<file path="src/rtl/apb_mac_master.sv">
// APB master that multiply-accumulates NUM_PAIRS operand pairs from two strided streams and
// writes the sum back in one transfer. Define APB_MAC_SAT_EN to saturate at 2^PDATA_W-1.
module apb_mac_master #(
  parameter int unsigned ADDR_W  = 32,
  parameter int unsigned PDATA_W = 32,
  parameter int unsigned OP_W    = 16,
  parameter int unsigned CNT_W   = 8,
  parameter int unsigned STRIDE  = 4
) (
  input  logic                      PCLK,
  input  logic                      PRESET,
  input  logic                      start,
  input  logic [CNT_W-1:0]          num_pairs,
  input  logic [ADDR_W-1:0]         Raddr1,
  input  logic [ADDR_W-1:0]         Raddr2,
  input  logic [ADDR_W-1:0]         Waddr,
  output logic                      PSEL,
  output logic                      PENABLE,
  output logic                      PWRITE,
  output logic [ADDR_W-1:0]         PADDR,
  output logic [PDATA_W-1:0]        PWDATA,
  input  logic [PDATA_W-1:0]        PRDATA,
  input  logic                      PREADY,
  input  logic                      PSLVERR,
  output logic [OP_W-1:0]           operand1,
  output logic [OP_W-1:0]           operand2,
  output logic [2*OP_W+CNT_W-1:0]   result,
  output logic                      busy,
  output logic                      reading_completed,
  output logic                      write_completed,
  output logic                      error
);

  localparam int unsigned ACC_W = 2 * OP_W + CNT_W;
  localparam int unsigned SUM_W = ((ACC_W > PDATA_W) ? ACC_W : PDATA_W) + 1;

  localparam logic [2:0] StIdle      = 3'd0;
  localparam logic [2:0] StRd1Setup  = 3'd1;
  localparam logic [2:0] StRd1Access = 3'd2;
  localparam logic [2:0] StRd2Setup  = 3'd3;
  localparam logic [2:0] StRd2Access = 3'd4;
  localparam logic [2:0] StWrSetup   = 3'd5;
  localparam logic [2:0] StWrAccess  = 3'd6;
  localparam logic [2:0] StDone      = 3'd7;

  logic [2:0]         state_q, state_d;
  logic [CNT_W-1:0]   idx_q, idx_d;
  logic [CNT_W-1:0]   npairs_q, npairs_d;
  logic [ADDR_W-1:0]  addr_a_q, addr_a_d;
  logic [ADDR_W-1:0]  addr_b_q, addr_b_d;
  logic [ADDR_W-1:0]  waddr_q, waddr_d;
  logic [OP_W-1:0]    op1_q, op1_d;
  logic [OP_W-1:0]    op2_q, op2_d;
  logic [ACC_W-1:0]   acc_q, acc_d;
  logic               rdc_q, rdc_d;
  logic               wrc_q, wrc_d;
  logic               err_q, err_d;

  logic [OP_W-1:0]    rd_op;
  logic [2*OP_W-1:0]  prod;
  logic [ACC_W-1:0]   acc_next;
  logic [PDATA_W-1:0] wdata;
  logic [CNT_W-1:0]   idx_inc;

  assign rd_op   = PRDATA[OP_W-1:0];
  assign prod    = (2*OP_W)'(op1_q) * (2*OP_W)'(rd_op);
  assign idx_inc = idx_q + CNT_W'(1);

  if (PDATA_W > OP_W) begin : gen_unused_prdata
    logic unused_prdata;
    assign unused_prdata = ^PRDATA[PDATA_W-1:OP_W];
  end

`ifdef APB_MAC_SAT_EN
  localparam logic [SUM_W-1:0] SAT_MAX = SUM_W'({PDATA_W{1'b1}});
  logic [SUM_W-1:0] sum;
  logic [SUM_W-1:0] res_ext;

  always_comb begin
    sum      = SUM_W'(acc_q) + SUM_W'(prod);
    acc_next = (sum > SAT_MAX) ? ACC_W'(SAT_MAX) : sum[ACC_W-1:0];
    res_ext  = SUM_W'(acc_q);
    wdata    = (res_ext > SAT_MAX) ? {PDATA_W{1'b1}} : res_ext[PDATA_W-1:0];
  end
`else
  always_comb begin
    acc_next = acc_q + ACC_W'(prod);
    wdata    = PDATA_W'(acc_q);
  end
`endif

  always_comb begin
    state_d  = state_q;
    idx_d    = idx_q;
    npairs_d = npairs_q;
    addr_a_d = addr_a_q;
    addr_b_d = addr_b_q;
    waddr_d  = waddr_q;
    op1_d    = op1_q;
    op2_d    = op2_q;
    acc_d    = acc_q;
    err_d    = err_q;
    rdc_d    = 1'b0;
    wrc_d    = 1'b0;

    case (state_q)
      StIdle: begin
        if (start) begin
          npairs_d = num_pairs;
          addr_a_d = Raddr1;
          addr_b_d = Raddr2;
          waddr_d  = Waddr;
          idx_d    = '0;
          acc_d    = '0;
          err_d    = 1'b0;
          state_d  = (num_pairs == '0) ? StWrSetup : StRd1Setup;
        end
      end
      StRd1Setup: state_d = StRd1Access;
      StRd1Access: begin
        if (PREADY) begin
          if (PSLVERR) begin
            err_d   = 1'b1;
            state_d = StDone;
          end else begin
            op1_d   = rd_op;
            state_d = StRd2Setup;
          end
        end
      end
      StRd2Setup: state_d = StRd2Access;
      StRd2Access: begin
        if (PREADY) begin
          if (PSLVERR) begin
            err_d   = 1'b1;
            state_d = StDone;
          end else begin
            op2_d = rd_op;
            acc_d = acc_next;
            if (idx_inc == npairs_q) begin
              rdc_d   = 1'b1;
              state_d = StWrSetup;
            end else begin
              idx_d    = idx_inc;
              addr_a_d = addr_a_q + ADDR_W'(STRIDE);
              addr_b_d = addr_b_q + ADDR_W'(STRIDE);
              state_d  = StRd1Setup;
            end
          end
        end
      end
      StWrSetup: state_d = StWrAccess;
      StWrAccess: begin
        if (PREADY) begin
          if (PSLVERR) err_d = 1'b1;
          else         wrc_d = 1'b1;
          state_d = StDone;
        end
      end
      StDone:  state_d = StIdle;
      default: state_d = StIdle;
    endcase
  end

  always_ff @(posedge PCLK or posedge PRESET) begin
    if (PRESET) begin
      state_q  <= StIdle;
      idx_q    <= '0;
      npairs_q <= '0;
      addr_a_q <= '0;
      addr_b_q <= '0;
      waddr_q  <= '0;
      op1_q    <= '0;
      op2_q    <= '0;
      acc_q    <= '0;
      rdc_q    <= 1'b0;
      wrc_q    <= 1'b0;
      err_q    <= 1'b0;
    end else begin
      state_q  <= state_d;
      idx_q    <= idx_d;
      npairs_q <= npairs_d;
      addr_a_q <= addr_a_d;
      addr_b_q <= addr_b_d;
      waddr_q  <= waddr_d;
      op1_q    <= op1_d;
      op2_q    <= op2_d;
      acc_q    <= acc_d;
      rdc_q    <= rdc_d;
      wrc_q    <= wrc_d;
      err_q    <= err_d;
    end
  end

  // Bus outputs decode from the state flop alone, so reset drops PSEL/PENABLE immediately.
  always_comb begin
    PSEL    = 1'b0;
    PENABLE = 1'b0;
    PWRITE  = 1'b0;
    PADDR   = '0;
    PWDATA  = '0;
    case (state_q)
      StRd1Setup, StRd1Access: begin
        PSEL    = 1'b1;
        PENABLE = (state_q == StRd1Access);
        PADDR   = addr_a_q;
      end
      StRd2Setup, StRd2Access: begin
        PSEL    = 1'b1;
        PENABLE = (state_q == StRd2Access);
        PADDR   = addr_b_q;
      end
      StWrSetup, StWrAccess: begin
        PSEL    = 1'b1;
        PENABLE = (state_q == StWrAccess);
        PWRITE  = 1'b1;
        PADDR   = waddr_q;
        PWDATA  = wdata;
      end
      default: ;
    endcase
  end

  assign busy              = (state_q != StIdle) && (state_q != StDone);
  assign operand1          = op1_q;
  assign operand2          = op2_q;
  assign result            = acc_q;
  assign reading_completed = rdc_q;
  assign write_completed   = wrc_q;
  assign error             = err_q;

endmodule

</file>
<file path="config.mk">
export PLATFORM = sky130hd
export DESIGN_NAME = apb_mac_master
export DESIGN_NICKNAME = d
export VERILOG_FILES = /design/src/rtl/apb_mac_master.sv
export SDC_FILE = /design/constraint.sdc
export NUM_CORES = 1
export LEC_CHECK = 0
export CORE_ASPECT_RATIO = 1.25
export CORE_MARGIN = 5
export CORE_UTILIZATION = 54
export CTS_CLUSTER_SIZE = 30
export DETAILED_ROUTE_END_ITERATION = 8
export PLACE_DENSITY = 0.77
export SKIP_LAST_GASP = 1
export SLEW_MARGIN = 15
export SYNTH_ARGS = -nofsm -noshare
export SYNTH_HDL_FRONTEND = slang
export SYNTH_SLANG_ARGS = --single-unit
</file>
<file path="constraint.sdc">
create_clock -name PCLK -period 18.1 [get_ports PCLK]
set_input_delay 3.62 -clock PCLK [delete_from_list [all_inputs] [get_ports PCLK]]
set_output_delay 3.62 -clock PCLK [all_outputs]
set_load 0.01 [all_outputs]
</file>
==> qor.yml, run 1 <==
clocking:
  cts_max_level: 4
  cts_repair_resize_count: 0
  post_cts_hold_buffer_count: 0
  clk_root_buffer_cell: "sky130_fd_sc_hd__clkbuf_16"
  tritoncts_clock_tree: "built"
  clock_latency_ns: 0.47
  tritoncts_num_sinks: 190
  clkTransAtPathRegs_ns: 0.07
  cts_post_setup_buffers_inserted: 0
  clockBufferDepth: 2
  tritoncts.num_buffers: 17
final_layout:
  area_growth_pct: 18.7
  postLayoutCoreUtil_pct: 64.4
  layout-drive-gt1-share_pct: 3.62
  layout.filler_cells: 2997
  antenna-diode-count: 0
  fin_nets: 3009
route:
  detail_route.vias_per_cell: 5.68
  drt_iter0_drc: 1068
  num_vias: 17200
  firstDrtPassIters: 7
  drt-wirelength-per-cell_um: 18.6
  antenna_left: 0
  detailed_route_drc_error_count: 0
  routed_wirelength_um: 56300
yosys:
  netlist_top_cells_area: "sky130_fd_sc_hd__dfrtp_1 (24%), sky130_fd_sc_hd__fa_1 (23%), sky130_fd_sc_hd__nand2_1 (8.7%)"
  syn-instance-count: 2343
  synth_top_cell_by_area: "sky130_fd_sc_hd__dfrtp_1"
  synth_cell_types: 60
  seq_area_frac_synth_pct: 24.3
  synth_largest_type_area_fraction_pct: 24.3
  yosys_warning_count: 0
  postSynthNetCount: 2823
  netlist_area_mm2: 0.0196
  async_flop_share_pct: 100
  syn-mean-instance-area_um2: 8.36
  ys_seq_elements: 190
  synth_enable_flop_cells: 0
  postSynth.topFlopCell: "sky130_fd_sc_hd__dfrtp_1"
setup_path:
  slowest_delay_ns: 1.18
  setup.worst_path.end_class: "flip-flop"
  worst_r2r_path_depth: 20
  slowest_stage: "sky130_fd_sc_hd__clkdlybuf4s50_1"
  crit_path_cell_trace: "clkdlybuf4s50_1, nand2_1, fa_1, inv_1, fa_1, fa_1, fa_1, fa_1, inv_1, fa_1, inv_1, ha_1, a21oi_1, o21ai_0, o32ai_1, a311oi_1, a221oi_1, a21oi_1, a211o_1, a31o_2"
  crit_path_start_kind: "input port"
  cp_data_arrival_time_ns: 11.05
  cp_data_required_time_ns: 18.44
  timing_worst_setup_path_type: "input port to flip-flop"
  critPathMaxFanout: 18
  worst_path_most_repeated_cell: "sky130_fd_sc_hd__fa_1"
  reg2reg_slack_ns: 10.80
die:
  core_region_area_mm2: 0.0361
  initial_utilization_pct: 54.2
  die_width_um: 180
  die_area_mm2: 0.0402
  die_height_um: 223
  std_cell_rows: 78
  design.portCount: 284
min_path:
  hold_depth: 2
  hold_path_class: "flip-flop to flip-flop"
timing:
  layout_min_cycle_time_ns: 10.71
  finalClockSkew_ns: 0.0230
  max-slew-margin-rel_pct: 28.2
  rsz0062_at_grt: "false"
  fmax_mhz: 93.4
  timing.setup.tns_ns: 0
  timing.final.setup_violations: 0
  holdWs_ns: 0.476
  max_slew.worst_pin.slew_ns: 1.07
  hold_violations: 0
  final_max_slew_viol_count: 0
  final_min_period_over_clock_period_pct: 59.2
placement:
  port_buffers: 267
  place.detailed.hpwl_um: 41500
  gpl.final_weighted_congestion: 0.891
global_route:
  largest_net_degree_at_the_start_of_global_routing: 116
  global_route.overflow_total: 0
  grt_pass1_wl_um: 93100
  number_of_antenna_violations_at_the_first_check_in_global_routing: 2
  grt_usage_pct: 28.5
  first_global_vias: 18100
run_status:
  run_status: "finished, final reports clean"
flow_run:
  number_of_violations_of_the_max_capacitance_limit: 0
-- final cells by class --
| cell class | instances | area (um2) | area share (%) |
|---|---|---|---|
| sequential | 190 | 4760 | 20.5 |
| multi-input combinational | 1668 | 13000 | 56.1 |
| clock buffer | 17 | 425 | 1.83 |
| timing repair buffer | 285 | 2810 | 12.1 |
| inverter | 367 | 1390 | 5.96 |
| tap | 480 | 601 | 2.58 |
| clock inverter | 15 | 223 | 0.958 |
-- worst max-delay path: cells and delay by family --
family / cells / cell delay [ns]
compound gates: 8 / 2.26
fa+ha+maj: 7 / 3.61
buf+inv: 4 / 1.35
simple gates: 1 / 0.19
-- cell usage after synthesis (13+ instances only) --
master / number
sky130_fd_sc_hd__dfrtp_1: 190
sky130_fd_sc_hd__o31ai_1: 13
sky130_fd_sc_hd__nor2_1: 62
sky130_fd_sc_hd__a21o_1: 15
sky130_fd_sc_hd__a21oi_1: 135
sky130_fd_sc_hd__o21ai_0: 146
sky130_fd_sc_hd__nand4_1: 14
sky130_fd_sc_hd__ha_1: 113
sky130_fd_sc_hd__nand3_1: 84
sky130_fd_sc_hd__clkbuf_1: 98
sky130_fd_sc_hd__inv_1: 367
sky130_fd_sc_hd__nand2b_1: 17
sky130_fd_sc_hd__fa_1: 226
sky130_fd_sc_hd__mux2_2: 16
sky130_fd_sc_hd__nor3_1: 15
sky130_fd_sc_hd__xnor2_1: 23
sky130_fd_sc_hd__and3_1: 20
sky130_fd_sc_hd__mux2i_1: 35
sky130_fd_sc_hd__nand2_1: 456
sky130_fd_sc_hd__o22ai_1: 26
sky130_fd_sc_hd__and2_1: 146
sky130_fd_sc_hd__xor2_1: 13
-- path summary, 6_finish.rpt --
check / from / to
worst max-delay path: PRDATA[8] / result[38]
max in group asynchronous: PRESET / addr_a_q[9]
worst min-delay path: waddr_q[6] / waddr_q[6]
worst min register to register: waddr_q[6] / waddr_q[6]
worst max register to register: operand1[6] / result[38]
min in group asynchronous: PRESET / npairs_q[2]
-- cells in the final DEF, fill, tap and decap left out, types with 3 or more instances in the layout --
cell and instances:
sky130_fd_sc_hd__a211o_1 3, sky130_fd_sc_hd__a211oi_1 3, sky130_fd_sc_hd__a21o_1 15, sky130_fd_sc_hd__a21oi_1 135
sky130_fd_sc_hd__a22oi_1 4, sky130_fd_sc_hd__a311oi_1 3, sky130_fd_sc_hd__a31o_2 3, sky130_fd_sc_hd__a31oi_1 5
sky130_fd_sc_hd__and2_1 146, sky130_fd_sc_hd__and3_1 20, sky130_fd_sc_hd__buf_4 18, sky130_fd_sc_hd__clkbuf_16 17
sky130_fd_sc_hd__clkdlybuf4s50_1 267, sky130_fd_sc_hd__clkinv_8 8, sky130_fd_sc_hd__dfrtp_1 189, sky130_fd_sc_hd__fa_1 226
sky130_fd_sc_hd__ha_1 113, sky130_fd_sc_hd__inv_1 366, sky130_fd_sc_hd__inv_8 3, sky130_fd_sc_hd__mux2_2 16
sky130_fd_sc_hd__mux2i_1 35, sky130_fd_sc_hd__nand2_1 455, sky130_fd_sc_hd__nand2b_1 16, sky130_fd_sc_hd__nand3_1 84
sky130_fd_sc_hd__nand4_1 14, sky130_fd_sc_hd__nor2_1 61, sky130_fd_sc_hd__nor2b_1 8, sky130_fd_sc_hd__nor3_1 15
sky130_fd_sc_hd__nor4_1 5, sky130_fd_sc_hd__o21a_1 8, sky130_fd_sc_hd__o21ai_0 146, sky130_fd_sc_hd__o21bai_1 3
sky130_fd_sc_hd__o22ai_1 26, sky130_fd_sc_hd__o31ai_1 13, sky130_fd_sc_hd__o32ai_1 4, sky130_fd_sc_hd__or2_2 6
sky130_fd_sc_hd__or3_1 5, sky130_fd_sc_hd__xnor2_1 22, sky130_fd_sc_hd__xor2_1 13
-- per-layer routing --
| metal | global-route usage, % | wire (um) | up-vias |
|---|---|---|---|
| met4 | 12.7 | 2350 | 4 |
| met5 | 0 | 32 | - |
| met3 | 7.03 | 5000 | 168 |
| li1 | - | - | 7819 |
| met2 | 49.3 | 28400 | 783 |
| met1 | 33.7 | 20500 | 8377 |
-- per-stage QoR --
stage                     worst slack (ns)  cells  area [um2]
after floorplan                       8.33   2343       19600
after global placement                7.18   2990       22600
after detailed placement              7.00   2990       22600
after CTS                             7.48   3022       23200
after global routing                  7.10   3022       23200
final                                 7.39   3022       23200
-- registers in the layout, indices dropped and copies added, names as in the netlist --
name / cells
result: 40
addr_a_q: 32
addr_b_q: 32
waddr_q: 32
operand1: 16
operand2: 16
idx_q: 8
npairs_q: 8
state_q: 3
error: 1
reading_completed: 1
write_completed: 1
-- cell families after synthesis --
family / Yosys count / share of synthesized area [%]
adder cells (fa/ha/maj): 339 / 30.3
buffers and inverters: 485 / 9.34
multiplexers: 52 / 2.77
XOR/XNOR: 37 / 1.72
AND/OR/NAND/NOR: 847 / 19.9
AO/OA/AOI/OAI: 393 / 11.6
flip-flops: 190 / 24.3
Power of run 1 is left out: the tool's default activity adds up to more than one toggle a clock period on the data nets, which glitch-free logic cannot reach.
==> inputs of run 2 (changes only) <==
clock period = 10.8 ns   (was 18.1 ns; I/O delays follow)
==> qor.yml, run 2 (same netlist as run 1, synthesis figures left out) <==
run_status:
  run_status: "finished, final reports clean"  # unchanged
route:
  drt-wirelength-per-cell_um: 18.5  # was 18.6 um
  firstDrtPassIters: 5  # was 7
  routed_wirelength_um: 55800  # was 56300 um
  detailed_route_drc_error_count: 0  # unchanged
  num_vias: 17100  # was 17200
  antenna_left: 0  # unchanged
  drt_iter0_drc: 1214  # was 1068
  detail_route.vias_per_cell: 5.65  # was 5.68
die:
  std_cell_rows: 78  # unchanged
  core_region_area_mm2: 0.0361  # unchanged
  initial_utilization_pct: 54.2  # unchanged
  die_height_um: 223  # unchanged
  die_width_um: 180  # unchanged
  die_area_mm2: 0.0402  # unchanged
  design.portCount: 284  # unchanged
setup_path:
  cp_data_arrival_time_ns: 9.47  # was 11.05 ns
  slowest_stage: "sky130_fd_sc_hd__clkdlybuf4s50_1"  # unchanged
  timing_worst_setup_path_type: "input port to flip-flop"  # unchanged
  cp.buffers_inverters: 4  # unchanged
  slowest_delay_ns: 1.19  # was 1.18 ns
  crit_path_cell_trace: "clkdlybuf4s50_1, nand2_1, fa_1, inv_1, fa_1, fa_1, fa_1, fa_1, inv_1, fa_1, inv_1, ha_1, a21oi_1, o21ai_0, o32ai_1, a311oi_1, a221oi_1, a21oi_1, a211o_1, a31o_2"  # unchanged
  critPathMaxFanout: 19  # was 18
  setup.worst_path.end_class: "flip-flop"  # unchanged
  cp_data_required_time_ns: 11.14  # was 18.44 ns
  worst_path_most_repeated_cell: "sky130_fd_sc_hd__fa_1"  # unchanged
  crit_path_start_kind: "input port"  # unchanged
  category_of_cells_accounting_for_the_largest_share_of_critical_path_delay: "adder cells"  # unchanged
timing:
  layout_min_cycle_time_ns: 9.13
  timing.setup.tns_ns: 0  # unchanged
  final_max_slew_viol_count: 0  # unchanged
  timing.final.setup_violations: 0  # unchanged
  max-slew-margin-rel_pct: 27.1  # was 28.2%
  setup_slack_ns: 1.67  # was 7.39 ns
  rsz0062_at_grt: "false"  # unchanged
  hold_violations: 0  # unchanged
  fmax_mhz: 110
  max_slew.worst_pin.slew_ns: 1.09  # was 1.07 ns
  holdWs_ns: 0.476  # about the same
  finalClockSkew_ns: 0.0140  # was 0.0230 ns
  final_min_period_over_clock_period_pct: 84.5
placement:
  gpl.final_weighted_congestion: 0.899  # was 0.891
  port_buffers: 267  # unchanged
  place.detailed.hpwl_um: 40900  # was 41500 um
  dpl_worst_slack_ns: 1.29  # was 7.00 ns
  placed_area_mm2: 0.0226  # about the same
clocking:
  tritoncts_num_sinks: 190  # unchanged
  post_cts_hold_buffer_count: 0  # unchanged
  clkTransAtPathRegs_ns: 0.07  # about the same
  cts_repair_resize_count: 0  # unchanged
  tritoncts_clock_tree: "built"  # unchanged
  clockBufferDepth: 2  # unchanged
  cts_post_setup_buffers_inserted: 0  # unchanged
  clock_latency_ns: 0.46  # was 0.47 ns
  clk_root_buffer_cell: "sky130_fd_sc_hd__clkbuf_16"  # unchanged
  tritoncts.num_buffers: 17  # unchanged
  cts_max_level: 4  # unchanged
global_route:
  number_of_antenna_violations_at_the_first_check_in_global_routing: 5  # was 2
  grt_pass1_wl_um: 91400  # was 93100 um
  first_global_vias: 17900  # was 18100
  largest_net_degree_at_the_start_of_global_routing: 123  # was 116
  global_route.overflow_total: 0  # unchanged
  grt_usage_pct: 27.9  # was 28.5%
final_layout:
  final_cell_mix: "sky130_fd_sc_hd__nand2_1 (455), sky130_fd_sc_hd__inv_1 (366), sky130_fd_sc_hd__clkdlybuf4s50_1 (267), sky130_fd_sc_hd__fa_1 (226), sky130_fd_sc_hd__dfrtp_1 (189)"  # unchanged
  area_growth_pct: 18.4  # was 18.7%
  layout-drive-gt1-share_pct: 3.47  # was 3.62%
  layout.cell_area.non_filler_mm2: 0.0232  # about the same
  largest_register_ffs: 40  # unchanged
  fin_nets: 3005  # was 3009
  mostFrequentLayoutCell: "sky130_fd_sc_hd__nand2_1"  # unchanged
min_path:
  hold_path_class: "flip-flop to flip-flop"  # unchanged
flow_run:
  number_of_violations_of_the_max_capacitance_limit: 0  # unchanged
## run 2: changes by cell type in the layout (fill, tap and decap cells not counted), moves of 2 or more
cell,change
sky130_fd_sc_hd__clkinv_8,-8
sky130_fd_sc_hd__buf_4,-4
sky130_fd_sc_hd__bufinv_16,+3
sky130_fd_sc_hd__diode_2,+3
sky130_fd_sc_hd__inv_8,+3
sky130_fd_sc_hd__clkinv_2,+2
sky130_fd_sc_hd__inv_12,-2
## run 2: through the flow
step / util, % / instances
2_1_floorplan: - / 2343
3_3_place_gp: 62.5 / 2986
3_5_place_dp: 62.5 / 2986
4_1_cts: 64.2 / 3018
5_1_grt: 64.2 / 3019
6_report: 64.3 / 3021
## run 2: tightest hold or removal path, delay by kind of cell (launching register included)
family / cells / cell delay, ns
flip-flops: 1 / 0.34
AND/OR/NAND/NOR: 2 / 0.10
## run 2: per-layer routing
layer  vias up  GRT usage, %  wire length [um]
met3       182          6.39              4400
met2       733          48.5             27800
li1       7805             -                 -
met1      8341          32.9             21000
met4         8          12.9              2530
met5         -             0                59
## run 2: layout make-up
type	instances	area (um2)
diodes	3	7.51
clock buffers	17	425
clock inverters	15	199
fillers	3016	12900
inverters	367	1390
multi-input cells	1668	13100
flip-flops and latches	190	4760
well taps	480	601
repair buffers	281	2780
## run 2: path summary, 6_finish.rpt
check | startpoint | slack [ns] | depth (start not counted) | end
max | PRDATA[8] | 1.67 | 20 | result[38]
max reg2reg | operand1[9] | 3.58 | 20 | result[39]
max in group asynchronous | PRESET | 7.02 | 3 | result[21]
min in group asynchronous | PRESET | 2.31 | 2 | reading_completed
min | addr_b_q[1] | 0.48 | 2 | addr_b_q[1]
min reg2reg | addr_b_q[1] | 0.48 | 2 | addr_b_q[1]
Power of run 2 is left out for the same reason.
